==> src/rtl/algo_nr2w_err_mon.sv <==
// rtl/algo_nr2w_err_mon.sv - per-port read error gating, counters, double-error log and interrupt
module algo_nr2w_err_mon #(
  parameter int NUMRDPT   = 2,
  parameter int BITPADR   = 17,
  parameter int CNTWDTH   = 16,
  parameter int SERR_THRS = 16,
  parameter int FLOPOUT   = 0
) (
  input  logic                       clk,
  input  logic                       rst,
  input  logic                       ready_in,
  input  logic [NUMRDPT-1:0]         rd_vld_in,
  input  logic [NUMRDPT-1:0]         rd_serr_in,
  input  logic [NUMRDPT-1:0]         rd_derr_in,
  input  logic [NUMRDPT*BITPADR-1:0] rd_padr_in,
  output logic [NUMRDPT-1:0]         rd_vld,
  output logic [NUMRDPT-1:0]         rd_serr,
  output logic [NUMRDPT-1:0]         rd_derr,
  output logic [NUMRDPT*BITPADR-1:0] rd_padr,
  output logic [CNTWDTH-1:0]         serr_cnt,
  output logic [CNTWDTH-1:0]         derr_cnt,
  input  logic                       cnt_clr,
  output logic                       log_vld,
  output logic [2:0]                 log_port,
  output logic [BITPADR-1:0]         log_padr,
  output logic                       log_ovf,
  input  logic                       log_clr,
  output logic                       err_int
);

  localparam int SUMW = CNTWDTH + 4;
  localparam logic [SUMW-1:0]    CNT_MAX = {4'b0, {CNTWDTH{1'b1}}};
  localparam logic [CNTWDTH-1:0] THRS    = CNTWDTH'(SERR_THRS);

  typedef enum logic {IDLE, CAPT} state_t;

  state_t               state, state_nxt;
  logic [NUMRDPT-1:0]   gserr, gderr;
  logic [3:0]           serr_pop, derr_pop;
  logic [CNTWDTH-1:0]   serr_nxt, derr_nxt;
  logic [2:0]           low_port;
  logic [BITPADR-1:0]   low_padr;
  logic [2:0]           log_port_nxt;
  logic [BITPADR-1:0]   log_padr_nxt;
  logic                 log_ovf_nxt;

  function automatic logic [3:0] popcnt(input logic [NUMRDPT-1:0] v);
    logic [3:0] c;
    c = 4'd0;
    for (int i = 0; i < NUMRDPT; i++) c = c + 4'(v[i]);
    return c;
  endfunction

  // Sum is formed wider than the counter so the saturation test sees any carry.
  function automatic logic [CNTWDTH-1:0] sat_add(input logic [CNTWDTH-1:0] base,
                                                 input logic [3:0] inc);
    logic [SUMW-1:0] s;
    s = {4'b0, base} + {{CNTWDTH{1'b0}}, inc};
    return (s > CNT_MAX) ? {CNTWDTH{1'b1}} : s[CNTWDTH-1:0];
  endfunction

  // Gate raw error flags: need a valid read, a ready top, and an ECC-region address.
  always_comb begin
    gserr = '0;
    gderr = '0;
    for (int p = 0; p < NUMRDPT; p++) begin
      gserr[p] = rd_vld_in[p] & ready_in & rd_serr_in[p] & ~rd_padr_in[p*BITPADR + BITPADR-1];
      gderr[p] = rd_vld_in[p] & ready_in & rd_derr_in[p] & ~rd_padr_in[p*BITPADR + BITPADR-1];
    end
  end

  // Output stage: either one register slice or a straight pass-through.
  generate
    if (FLOPOUT != 0) begin : g_flop
      always_ff @(posedge clk or negedge rst) begin
        if (!rst) begin
          rd_vld  <= '0;
          rd_serr <= '0;
          rd_derr <= '0;
          rd_padr <= '0;
        end else begin
          rd_vld  <= rd_vld_in;
          rd_serr <= gserr;
          rd_derr <= gderr;
          rd_padr <= rd_padr_in;
        end
      end
    end else begin : g_comb
      // Held at zero while reset is asserted so every output reads 0 in reset.
      always_comb begin
        rd_vld  = rst ? rd_vld_in  : '0;
        rd_serr = rst ? gserr      : '0;
        rd_derr = rst ? gderr      : '0;
        rd_padr = rst ? rd_padr_in : '0;
      end
    end
  endgenerate

  // Next counter values; a clear loads this cycle's events rather than dropping them.
  always_comb begin
    serr_pop = popcnt(gserr);
    derr_pop = popcnt(gderr);
    serr_nxt = sat_add(cnt_clr ? '0 : serr_cnt, serr_pop);
    derr_nxt = sat_add(cnt_clr ? '0 : derr_cnt, derr_pop);
  end

  // Lowest-index port carrying a gated double error, and its address.
  always_comb begin
    low_port = 3'd0;
    low_padr = '0;
    for (int i = NUMRDPT-1; i >= 0; i--) begin
      if (gderr[i]) begin
        low_port = 3'(i);
        low_padr = rd_padr_in[i*BITPADR +: BITPADR];
      end
    end
  end

  // Log FSM next state and log contents.
  always_comb begin
    state_nxt    = state;
    log_port_nxt = log_port;
    log_padr_nxt = log_padr;
    log_ovf_nxt  = log_ovf;
    case (state)
      IDLE: begin
        if (|gderr) begin
          state_nxt    = CAPT;
          log_port_nxt = low_port;
          log_padr_nxt = low_padr;
          log_ovf_nxt  = (derr_pop > 4'd1);
        end
      end
      CAPT: begin
        if (log_clr) begin
          log_ovf_nxt = 1'b0;
          if (|gderr) begin
            log_port_nxt = low_port;
            log_padr_nxt = low_padr;
          end else begin
            state_nxt = IDLE;
          end
        end else if (|gderr) begin
          log_ovf_nxt = 1'b1;
        end
      end
      default: state_nxt = IDLE;
    endcase
  end

  // Counters, log registers and interrupt.
  always_ff @(posedge clk or negedge rst) begin
    if (!rst) begin
      state    <= IDLE;
      serr_cnt <= '0;
      derr_cnt <= '0;
      log_port <= '0;
      log_padr <= '0;
      log_ovf  <= 1'b0;
      err_int  <= 1'b0;
    end else begin
      state    <= state_nxt;
      serr_cnt <= serr_nxt;
      derr_cnt <= derr_nxt;
      log_port <= log_port_nxt;
      log_padr <= log_padr_nxt;
      log_ovf  <= log_ovf_nxt;
      err_int  <= (state_nxt == CAPT) | (serr_nxt >= THRS);
    end
  end

  assign log_vld = (state == CAPT);

endmodule

==> config.mk <==
export PLATFORM = sky130hd
export DESIGN_NAME = algo_nr2w_err_mon
export DESIGN_NICKNAME = d
export VERILOG_FILES = /design/src/rtl/algo_nr2w_err_mon.sv
export SDC_FILE = /design/constraint.sdc
export NUM_CORES = 1
export LEC_CHECK = 0
export BUFFER_PORTS_ARGS = -buffer_cell sky130_fd_sc_hd__buf_2
export CORE_MARGIN = 3
export CORE_UTILIZATION = 43
export CTS_CLUSTER_SIZE = 28
export DETAILED_ROUTE_END_ITERATION = 8
export PLACE_DENSITY = 0.85
export SLEW_MARGIN = 20
export SYNTH_ARGS = -nofsm -noshare
export SYNTH_HDL_FRONTEND = slang
export SYNTH_SLANG_ARGS = --single-unit
==> constraint.sdc <==
create_clock -name clk -period 2.6 [get_ports clk]
set_input_delay 0.52 -clock clk [delete_from_list [all_inputs] [get_ports clk]]
set_output_delay 0.52 -clock clk [all_outputs]
set_load 0.05 [all_outputs]
==> results.md <==
* Pint at between 1 and 1.5 mW
* R2R depth at 10
* Startpoint types: primary input
* Cell area after synthesis at 0.003098 mm²
* Final instance area at 0.004287 mm²
* Rel. slew slack at 0.3278
* Placed inst area at roughly 0.0042 mm²
* Placer Congestion at 0.9410
* Starting Density at 0.4486
* Post-Synthesis Cells at 343
* Post-synthesis register bit count at 53
* Total wire length at about 8500 µm
* Initial DRC Count at 95
* Fin crit share at 1.076
* CP Data Required Time at about 2.8 ns
* PnR worst setup slack at -0.1977 ns
* Top cells by area, synth: dfrtp_1 43%, and2_1 8.1%, a22oi_1 3.9%
* Reg2reg start: serr_cnt[0]
* Row cnt at 30
* Worst r2r dst: err_int
* Pin count of the biggest net entering global routing at 50
* GR Util All Layers at 0.2004
* Worst hold path class: in2async
* I/O Pins at 140
* Vias per inst at between 5 and 6
* Final min period at 2.798 ns
* Fmax at between 300 and 400 MHz
* Clock Power Share at 0.221
* Grt ovf at 0
* Net Sw Power at just over 0.8 mW
* I/O Buffers at 137
* Final Hold Fails at 0
* CTS root buffer: clkbuf_8
* Post-CTS Hold Buffers at 0
* Maxcap violations at 0
* Synth cell types at 45
* CTS tree: built
* DPL Wire Length at ~6600 µm
* Inserted Diodes at 0
* Clock skew at 0.006154 ns
* Max-slew violation count at 0
* First-pass GRT wire length at around 14000 µm
* WL per Instance at 14.15 µm
* Worst slew pin tran at 1.005 ns
* Failing checks: setup timing
* Pleak at 2.234 nW
* Final #Nets at 558
* Yosys warnings at 0
* Vias at 3074
* Final ANT Viol Nets at 0
* Area grow syn2layout at 38.37%
* DRC Markers at 0
* CP Class: in2reg
* Crit. End Element: flop
* CP max FO at 2
* CP arrival at slightly below 3 ns
* Clock tree buffer depth at 2
* Share of power burned in registers at 0.443
* Inserted Clock Buffers at 5
* Sw Ratio at 0.3942
* Core Box Area at 0.006907 mm²
* Post-CTS Setup Inserts at 0
* Chip width at around 91 µm
* Share of the synthesized area in the top cell type at 0.4281
* Power Density at 492.3 mW/mm²
* Clk_lat worst skew at 0.30 ns
* Layout cells sized above 1 at 0.4119
* Number of global-route vias before repair at ~3000
* Post-synthesis sequential area ratio at 0.4281
* Clock transition at the registers of the reported paths at approximately 0.09 ns
* Initial DRT Pass Iterations at 4
* Die Height at roughly 90 µm
* RSZ-0062 raised after global routing: yes
* Largest area contributor in the netlist: dfrtp_1
* Worst VDD drop at 0.4229 mV
* CTS H-tree lvls at 2
* Worst reg2reg setup slack at -0.08 ns
* Antenna violations before repair at 0
* Mean Syn Cell Area at 9.032 µm²
* Fin util at 0.6207
* Status: finished with violations
* Combinational power share at 0.336
* Die area at 0.008259 mm²
* Worst hold slack at around 0.25 ns
* Final setup fails at 1
* Clk sinks at 53
## flip-flops by register name (all words and copies together), names as in the netlist
name / count
serr_cnt: 16
err_int: 1
derr_cnt: 16
log_vld: 1
log_padr: 17
log_ovf: 1
log_port: 1
## cells in the mapped netlist (all sizes together)
cell,number
xnor2,14
nor2,31
a31oi,1
and3,7
o211ai,1
nor3,8
or3b,1
a22oi,16
ha,6
nor2b,14
o21ai,14
nand3,9
conb,1
xor2,8
a21oi,20
a211oi,2
or4,2
nand2,30
and2,40
a31o,1
and4b,2
and4,3
mux2i,3
inv,11
clkbuf,13
nand4b,1
a221oi,1
or3,1
fa,2
and3b,1
buf,5
nand4,5
dfrtp,53
nor3b,2
a311o,1
mux2,2
nor4,1
nand2b,10
## worst max-delay path by stage
stage / endpoint / slack, ns / cells past startpoint / start
floorplan: err_int / -0.62 / 13 / cnt_clr
global placement: err_int / -0.54 / 13 / rd_padr_in[16]
detailed placement: err_int / -0.62 / 13 / rd_padr_in[16]
CTS: err_int / -0.25 / 12 / rd_padr_in[16]
global route: err_int / -0.27 / 12 / rd_padr_in[16]
finish: err_int / -0.20 / 12 / rd_padr_in[16]
## per-layer routing
layer / vias up / track usage / wire length [µm]
met1: 1474 / 0.2501 / 3510
met5: - / 0 / 0
met2: 105 / 0.3533 / 4502
met4: 0 / 0.05151 / 82
li1: 1483 / - / -
met3: 12 / 0.04083 / 407
## cells by family after synthesis
family | count (synthesis) | synth area share
adders and majority gates | 8 | 0.03716
and+or+nand+nor | 168 | 0.3017
muxes | 5 | 0.01696
xor gates and xnor gates | 22 | 0.06462
other | 1 | 0.001210
DFF | 53 | 0.4281
AOI/OAI and AO/OA | 57 | 0.1119
buffers and inverters | 29 | 0.03837
## layout make-up
| cell class | count | area (µm²) |
|---|---|---|
| multi-input combinational | 263 | 1763 |
| fill | 615 | 2620 |
| tap | 96 | 120.1 |
| timing repair buffer | 171 | 947.2 |
| clock buffer | 7 | 86.33 |
| inverter | 11 | 43.79 |
| sequential | 53 | 1326 |
## placed cells by master, fill, tap and decap left out, types with 2 or more instances in the layout
cell,Yosys,routed
a211oi_1,2,2
a21oi_1,20,19
a22oi_1,16,16
and2_1,40,38
and3_1,7,7
and4_1,2,2
and4b_4,2,2
buf_2,2,136
buf_4,2,34
clkbuf_8,0,6
conb_1,1,2
dfrtp_1,53,53
fa_2,0,2
ha_1,6,3
ha_4,0,3
inv_1,11,8
inv_2,0,2
mux2_2,2,2
mux2i_1,3,3
nand2_1,30,26
nand2_2,0,4
nand2b_1,10,9
nand3_1,9,9
nand4_1,4,4
nor2_1,31,30
nor2b_1,14,13
nor3_1,8,7
o21ai_0,9,9
o21ai_1,5,5
or3_4,0,2
or4_1,2,2
xnor2_1,13,13
xor2_1,8,8
## power by group through the flow
stage,logic [mW],registers [mW],clock network [mW]
after floorplan,0.250,1.21,0
after global placement,0.700,0.949,0
after detailed placement,0.711,0.950,0
after CTS,0.713,0.935,0.485
after global routing,0.748,0.944,0.521
final,0.709,0.934,0.467
## through the flow
stage	total power [mW]	TNS [ns]	instances	setup slack [ns]
final	2.110	-0.1977	601	-0.1977
after global routing	2.213	-0.2715	601	-0.2715
after CTS	2.133	-0.2523	600	-0.2523
after detailed placement	1.661	-6.316	593	-0.6167
after global placement	1.650	-4.745	593	-0.5392
after floorplan	1.462	-4.147	344	-0.6159
## worst max-delay path, cell delays in order
cell,delay (ns)
buf_6,0.09
and3b_1,0.23
nand2_2,0.07
fa_2,0.35
inv_2,0.09
ha_4,0.13
nand4_1,0.13
nor4_2,0.20
xnor2_1,0.19
a21oi_1,0.10
or4_1,0.46
or4_1,0.40
## timing repair
item,in CTS,in global routing
gates cloned,0,1
pin swaps,1,2
setup endpoints to repair,7,16
gates resized for setup,3,8
Note: power is estimated with default switching activity, not from simulation.
